**config.mk**
```make
export PLATFORM = sky130hd
export DESIGN_NAME = ntt_ctrl_flat
export DESIGN_NICKNAME = d
export VERILOG_FILES = /design/src/rtl/ntt_ctrl_if.sv /design/src/rtl/ntt_ctrl.sv /design/src/flat_wrapper.sv
export SDC_FILE = /design/constraint.sdc
export NUM_CORES = 1
export LEC_CHECK = 0
export BUFFER_PORTS_ARGS = -buffer_cell sky130_fd_sc_hd__buf_2
export CAP_MARGIN = 20
export CORE_ASPECT_RATIO = 0.8
export CORE_MARGIN = 3
export CORE_UTILIZATION = 60
export DETAILED_ROUTE_END_ITERATION = 12
export PLACE_DENSITY = 0.8
export SLEW_MARGIN = 20
export SYNTH_ARGS = -nofsm -noshare
export SYNTH_HDL_FRONTEND = slang
export SYNTH_SLANG_ARGS = --single-unit
```
**constraint.sdc**
```tcl
create_clock -name clk -period 5.47 [get_ports clk]
set_input_delay 1.3675 -clock clk [delete_from_list [all_inputs] [get_ports clk]]
set_output_delay 1.3675 -clock clk [all_outputs]
set_load 0.1 [all_outputs]
```
**src/rtl/ntt_ctrl_if.sv**
```systemverilog
// Control/handshake bundle between the NTT sequencer and its host/datapath.
// master = host side (drives start/inv), slave = sequencer side.
interface ntt_ctrl_if;
    logic       start;
    logic       inv;
    logic       busy;
    logic       done;
    logic [2:0] stage;
    logic       rd_en;
    logic [7:0] rd_addr_a;
    logic [7:0] rd_addr_b;
    logic [7:0] zeta_idx;
    logic       zeta_neg;
    logic       wr_en;
    logic [7:0] wr_addr_a;
    logic [7:0] wr_addr_b;

    modport master (
        output start, inv,
        input  busy, done, stage,
        input  rd_en, rd_addr_a, rd_addr_b,
        input  zeta_idx, zeta_neg,
        input  wr_en, wr_addr_a, wr_addr_b
    );

    modport slave (
        input  start, inv,
        output busy, done, stage,
        output rd_en, rd_addr_a, rd_addr_b,
        output zeta_idx, zeta_neg,
        output wr_en, wr_addr_a, wr_addr_b
    );
endinterface

```
**src/rtl/ntt_ctrl.sv**
```systemverilog
// Stage/butterfly sequencer for the 256-point NTT/INTT core.
// Issues one butterfly per cycle and delays addresses into write strobes.
module ntt_ctrl #(
    parameter int PIPE_LAT = 4
) (
    input logic      clk,
    input logic      rst,
    ntt_ctrl_if.slave bus
);

    typedef enum logic [1:0] {
        IDLE,
        ISSUE,
        DRAIN
    } state_t;

    state_t     state;
    logic [2:0] s;
    logic [6:0] b;
    logic [3:0] dcnt;
    logic       inv_q;
    logic       busy_q;
    logic       done_q;
    logic       rd_en_q;
    logic [7:0] addr_a_q;
    logic [7:0] addr_b_q;
    logic [7:0] zeta_q;
    logic       neg_q;

    logic       sel_inv;
    logic [2:0] sel_s;
    logic [6:0] sel_b;
    logic [23:0] iw;

    logic [16:0] dly [PIPE_LAT];

    // Butterfly b of stage s -> {addr_a, addr_b, zeta_idx}.
    // len is a power of two, so divide/modulo reduce to shift/mask.
    function automatic logic [23:0] issue_word(
        input logic       iv,
        input logic [2:0] st,
        input logic [6:0] bf
    );
        logic [2:0] lg;
        logic [7:0] len;
        logic [7:0] g;
        logic [7:0] off;
        logic [7:0] j;
        logic [7:0] zt;
        lg  = iv ? st : 3'd7 - st;
        len = 8'd1 << lg;
        g   = {1'b0, bf} >> lg;
        off = {1'b0, bf} & (len - 8'd1);
        j   = (g << ({1'b0, lg} + 4'd1)) | off;
        zt  = iv ? 8'((9'd256 >> st) - 9'd1 - {1'b0, g})
                 : (8'd1 << st) + g;
        return {j, j + len, zt};
    endfunction

    // Pick the butterfly that will be presented in the next cycle.
    always_comb begin
        sel_inv = inv_q;
        sel_s   = s;
        sel_b   = b + 7'd1;
        case (state)
            IDLE: begin
                sel_inv = bus.inv;
                sel_s   = 3'd0;
                sel_b   = 7'd0;
            end
            DRAIN: begin
                sel_s = s + 3'd1;
                sel_b = 7'd0;
            end
            default: ;
        endcase
        iw = issue_word(sel_inv, sel_s, sel_b);
    end

    // Sequencer FSM with registered issue outputs.
    always_ff @(posedge clk or posedge rst) begin
        if (rst) begin
            state    <= IDLE;
            s        <= '0;
            b        <= '0;
            dcnt     <= '0;
            inv_q    <= 1'b0;
            busy_q   <= 1'b0;
            done_q   <= 1'b0;
            rd_en_q  <= 1'b0;
            addr_a_q <= '0;
            addr_b_q <= '0;
            zeta_q   <= '0;
            neg_q    <= 1'b0;
        end else begin
            done_q <= 1'b0;
            unique case (state)
                IDLE: begin
                    if (bus.start) begin
                        state   <= ISSUE;
                        s       <= '0;
                        b       <= '0;
                        inv_q   <= bus.inv;
                        neg_q   <= bus.inv;
                        busy_q  <= 1'b1;
                        rd_en_q <= 1'b1;
                        {addr_a_q, addr_b_q, zeta_q} <= iw;
                    end
                end
                ISSUE: begin
                    if (b == 7'd127) begin
                        state   <= DRAIN;
                        rd_en_q <= 1'b0;
                        dcnt    <= '0;
                    end else begin
                        b <= b + 7'd1;
                        {addr_a_q, addr_b_q, zeta_q} <= iw;
                    end
                end
                DRAIN: begin
                    if (dcnt == 4'(PIPE_LAT - 1)) begin
                        if (s == 3'd7) begin
                            state  <= IDLE;
                            busy_q <= 1'b0;
                            done_q <= 1'b1;
                        end else begin
                            state   <= ISSUE;
                            s       <= s + 3'd1;
                            b       <= '0;
                            rd_en_q <= 1'b1;
                            {addr_a_q, addr_b_q, zeta_q} <= iw;
                        end
                    end else begin
                        dcnt <= dcnt + 4'd1;
                    end
                end
                default: state <= IDLE;
            endcase
        end
    end

    // Write-back delay line: read strobe/addresses reappear PIPE_LAT later.
    always_ff @(posedge clk or posedge rst) begin
        if (rst) begin
            for (int i = 0; i < PIPE_LAT; i++) begin
                dly[i] <= '0;
            end
        end else begin
            dly[0] <= {rd_en_q, addr_a_q, addr_b_q};
            for (int i = 1; i < PIPE_LAT; i++) begin
                dly[i] <= dly[i-1];
            end
        end
    end

    assign bus.busy      = busy_q;
    assign bus.done      = done_q;
    assign bus.stage     = s;
    assign bus.rd_en     = rd_en_q;
    assign bus.rd_addr_a = addr_a_q;
    assign bus.rd_addr_b = addr_b_q;
    assign bus.zeta_idx  = zeta_q;
    assign bus.zeta_neg  = neg_q;
    assign bus.wr_en     = dly[PIPE_LAT-1][16];
    assign bus.wr_addr_a = dly[PIPE_LAT-1][15:8];
    assign bus.wr_addr_b = dly[PIPE_LAT-1][7:0];

endmodule
```
**src/flat_wrapper.sv**
```systemverilog
// flat-port wrapper written by rule: the top's interface ports become plain ports
module ntt_ctrl_flat 
#(
    parameter int PIPE_LAT = 4
)
  (clk, rst, bus_start, bus_inv, bus_busy, bus_done, bus_stage, bus_rd_en, bus_rd_addr_a, bus_rd_addr_b, bus_zeta_idx, bus_zeta_neg, bus_wr_en, bus_wr_addr_a, bus_wr_addr_b);
  ntt_ctrl_if bus_i ();
  input logic clk;
  input logic rst;
  input wire logic [$bits(bus_i.start)-1:0] bus_start;
  input wire logic [$bits(bus_i.inv)-1:0] bus_inv;
  output wire logic [$bits(bus_i.busy)-1:0] bus_busy;
  output wire logic [$bits(bus_i.done)-1:0] bus_done;
  output wire logic [$bits(bus_i.stage)-1:0] bus_stage;
  output wire logic [$bits(bus_i.rd_en)-1:0] bus_rd_en;
  output wire logic [$bits(bus_i.rd_addr_a)-1:0] bus_rd_addr_a;
  output wire logic [$bits(bus_i.rd_addr_b)-1:0] bus_rd_addr_b;
  output wire logic [$bits(bus_i.zeta_idx)-1:0] bus_zeta_idx;
  output wire logic [$bits(bus_i.zeta_neg)-1:0] bus_zeta_neg;
  output wire logic [$bits(bus_i.wr_en)-1:0] bus_wr_en;
  output wire logic [$bits(bus_i.wr_addr_a)-1:0] bus_wr_addr_a;
  output wire logic [$bits(bus_i.wr_addr_b)-1:0] bus_wr_addr_b;
  assign bus_i.start = bus_start;
  assign bus_i.inv = bus_inv;
  assign bus_busy = bus_i.busy;
  assign bus_done = bus_i.done;
  assign bus_stage = bus_i.stage;
  assign bus_rd_en = bus_i.rd_en;
  assign bus_rd_addr_a = bus_i.rd_addr_a;
  assign bus_rd_addr_b = bus_i.rd_addr_b;
  assign bus_zeta_idx = bus_i.zeta_idx;
  assign bus_zeta_neg = bus_i.zeta_neg;
  assign bus_wr_en = bus_i.wr_en;
  assign bus_wr_addr_a = bus_i.wr_addr_a;
  assign bus_wr_addr_b = bus_i.wr_addr_b;
  ntt_ctrl #(.PIPE_LAT(PIPE_LAT)) u_core (.clk(clk), .rst(rst), .bus(bus_i));
endmodule
```
==> impl_summary.txt <==
----------------------------------------------------
[Synthesis]
  Flip-flop cell with the highest count after synthesis ... sky130_fd_sc_hd__dfrtp_1
  Post-synthesis cell type with the largest combined area ... sky130_fd_sc_hd__dfrtp_1
  Number of flops mapped to enable cells by yosys ... 0
  Syn Nets ... 592
  Synthesis-stage register bit count ... 112
  Async SR Flop Fraction ... 100.0%
  Cell area after synthesis ... 5667 um2
  Number of instances in the synthesized netlist ... 557
  Number of warning messages in the yosys log ... 0
  Cell variety after synth ... 70
  Ranking of synthesized cells by area ... sky130_fd_sc_hd__dfrtp_1, sky130_fd_sc_hd__ha_1, sky130_fd_sc_hd__nor2_1
  Syn Area/Cell ... 10.17 um2
  Area fraction of the dominant cell type after synthesis ... 49.46%
  Sequential-to-total area share from yosys stat ... 49.46%

[STA]
  Actual slew at the worst max-slew pin ... 0.8519 ns
  Min cycle time layout ... 4.785 ns
  Setup skew after layout ... 0.01096 ns
  RSZ-0062 raised after global routing ... no
  Achievable Freq ... 209.0 MHz
  Fin. max-slew vios ... 0
  Share of the cycle needed by the critical path after routing ... 87.48%
  Worst hold-check slack ... 0.3488 ns
  Post-route setup TNS ... 0 ns
  Final Hold Fails ... 0
  Finish-stage setup viols ... 0
  Max-slew headroom at the worst pin ... 43.21%

[Clock tree]
  Worst-case clock buffer depth ... 2
  Insertion delay of the later-clocked pin in the worst-skew pair ... 0.35 ns
  Number of clock sinks ... 112
  Post-CTS Repair Setup Buffers ... 0
  Root buffer cell ... sky130_fd_sc_hd__clkbuf_16
  Htree depth ... 3
  Worst-path clk slew ... 0.08 ns
  Post-CTS resize count ... 0
  Clock tree from TritonCTS ... built
  Number of buffers created by CTS ... 9
  Hold-fix buffers at CTS ... 0

[Layout]
  Fraction of final layout cells with drive strength greater than 1 ... 17.66%
  Layout Area Growth over Synthesis ... 8.346%
  Most frequent standard cell in the layout excluding fill and tap cells ... sky130_fd_sc_hd__dfrtp_1
  # nets final ... 620
  Most used cells in the layout excluding fill and tap cells ... sky130_fd_sc_hd__dfrtp_1, sky130_fd_sc_hd__nor2_1, sky130_fd_sc_hd__nand2_1, sky130_fd_sc_hd__buf_2, sky130_fd_sc_hd__o21ai_0
  Count of inserted antenna diode cells ... 0

[Route]
  Total number of vias ... 4,089
  Post-DR vias/cell ... 5.808
  Remaining routing DRC violations ... 0
  Remaining number of nets flagged by the antenna check after routing ... 0
  Average routed wire per standard cell ... 16.94 um
  Total Wirelength ... 11.92 mm
  First-pass iteration count of the detailed router ... 5
  Violation count after the first detailed-routing iteration ... 380

[Floorplan]
  Core area ... 9115 um2
  Vertical die dimension ... 92.92 um
  Number of top-level pins ... 52
  Number of rows in the core area ... 31
  Initial core utilization ... 62.17%
  Full die area ... 10,650 um2
  Horizontal extent of the die ... 114.7 um

[Placement]
  IO Port Bufs ... 51
  Gp weighted congestion ... 0.9283
  Estimated wirelength of the detail-placed design ... 8.720 mm

[Critical path]
  Kind of launch point of the worst setup path ... flop
  Critical Path Fanout Max ... 19
  Critical path start-end classification ... reg2reg
  Worst-case reg-to-reg path depth ... 17
  Required time of the worst setup path ... 5.69 ns
  Setup slack of the worst register-to-register path ... 0.68 ns
  Data arrival at the endpoint of the critical path ... 5.01 ns
  CP endpoint kind ... flop

[Hold path]
  HP Class ... reg2reg
  Hold-critical path depth ... 0

[Global route]
  Largest net degree at the start of global routing ... 75
  Remaining Overflow, GRT ... 0
  Antenna violations before repair ... 0
  Wire length of the first global-routing pass ... 19.76 mm
  Number of global-route vias before repair ... 3,978
  Overall Global Routing Usage ... 23.80%

[Flow run]
  Max-capacitance violation count ... 0

[Run status]
  Status ... complete, no violations

----------------------------------------------------
synth_stat cells (all sizes together) (3+ instances only):
| cell | number |
|---|---|
| nand2 | 55 |
| o22ai | 4 |
| and2 | 9 |
| and3 | 4 |
| inv | 21 |
| o21a | 4 |
| or3 | 6 |
| clkbuf | 13 |
| a22oi | 5 |
| a211oi | 3 |
| dfrtp | 112 |
| mux2i | 3 |
| nand2b | 8 |
| nor2b | 4 |
| nor3 | 9 |
| ha | 28 |
| fa | 3 |
| buf | 27 |
| o21bai | 3 |
| nor2 | 57 |
| xor2 | 17 |
| nand3 | 18 |
| xnor2 | 14 |
| a21oi | 37 |
| or2 | 3 |
| a31oi | 5 |
| mux2 | 8 |
| a21o | 6 |
| o21ai | 43 |
flip-flops by register name, summed over array words and instances, names as in the netlist:
signal and count:
u_core.b 7, u_core.bus.busy 1, u_core.bus.done 1, u_core.bus.rd_addr_a 8, u_core.bus.rd_addr_b 8, u_core.bus.rd_en 1
u_core.bus.stage 3, u_core.bus.wr_addr_a 8, u_core.bus.wr_addr_b 8, u_core.bus.wr_en 1, u_core.bus.zeta_idx 8, u_core.dcnt 4
u_core.dly 51, u_core.inv_q 1, u_core.state 2
final cells by class:
cell class	instances	area [um2]
fill	714	2975
sequential	112	2803
multi-input combinational	384	2531
timing repair buffer	57	300.3
clock buffer	9	225.2
tap	115	143.9
inverter	21	81.33
clock inverter	6	55.05
critical path, cell delays in order, from the launching register on:
cell and delay [ns]:
sky130_fd_sc_hd__dfrtp_1 0.74, sky130_fd_sc_hd__ha_1 0.42, sky130_fd_sc_hd__xnor2_1 0.26, sky130_fd_sc_hd__a211oi_2 0.15, sky130_fd_sc_hd__or2_4 0.31, sky130_fd_sc_hd__nor2_4 0.24, sky130_fd_sc_hd__ha_1 0.38, sky130_fd_sc_hd__inv_1 0.17
sky130_fd_sc_hd__nand2_1 0.09, sky130_fd_sc_hd__o22ai_1 0.31, sky130_fd_sc_hd__ha_1 0.30, sky130_fd_sc_hd__a21o_1 0.16, sky130_fd_sc_hd__a21oi_1 0.21, sky130_fd_sc_hd__o21ai_0 0.16, sky130_fd_sc_hd__o41ai_1 0.34, sky130_fd_sc_hd__xor2_1 0.21
sky130_fd_sc_hd__xnor2_1 0.13, sky130_fd_sc_hd__o21ai_0 0.08
worst paths after layout:
| path | start | end |
|---|---|---|
| setup / recovery | u_core.bus.stage[0]$_DFFE_PP0P_ | u_core.bus.rd_addr_b[7]$_DFFE_PP0P_ |
| hold / removal | u_core.dly[26]$_DFF_PP0_ | u_core.bus.wr_addr_a[1]$_DFF_PP0_ |
| setup reg to reg | u_core.bus.stage[0]$_DFFE_PP0P_ | u_core.bus.rd_addr_b[7]$_DFFE_PP0P_ |
| hold reg to reg | u_core.dly[26]$_DFF_PP0_ | u_core.bus.wr_addr_a[1]$_DFF_PP0_ |
| max in group asynchronous | rst | u_core.dly[53]$_DFF_PP0_ |
| min in group asynchronous | rst | u_core.dcnt[1]$_DFFE_PP0P_ |
metrics by stage:
step                utilization [%]  cells  setup WS (ns)  instance area [um2]
finish                        67.36    704         0.6850                 6140
detailed placement            64.28    689         0.4784                 5859
CTS                           67.36    704         0.7172                 6140
global route                  67.36    704         0.3258                 6140
global placement              64.28    689         0.5601                 5859
floorplan                         -    557         0.6430                 5667
cell families after synthesis:
logic type,synth area share [%]
AND/OR/NAND/NOR,15.37
AO/OA/AOI/OAI,14.62
flip-flops,49.46
buffers and inverters,5.873
XOR/XNOR,5.189
adder cells (fa/ha/maj),7.242
multiplexers,2.252
routing by layer:
| layer | global-route usage [%] | wire [um] | up-vias |
|---|---|---|---|
| met2 | 38.18 | 5638 | 132 |
| met4 | 8.012 | 210 | 0 |
| li1 | - | - | 1953 |
| met1 | 32.79 | 5391 | 1980 |
| met3 | 4.115 | 682 | 24 |
| met5 | 0 | 0 | - |
Power is left out: the tool's default activity adds up to more than one toggle a clock period on the data nets, which glitch-free logic cannot reach.
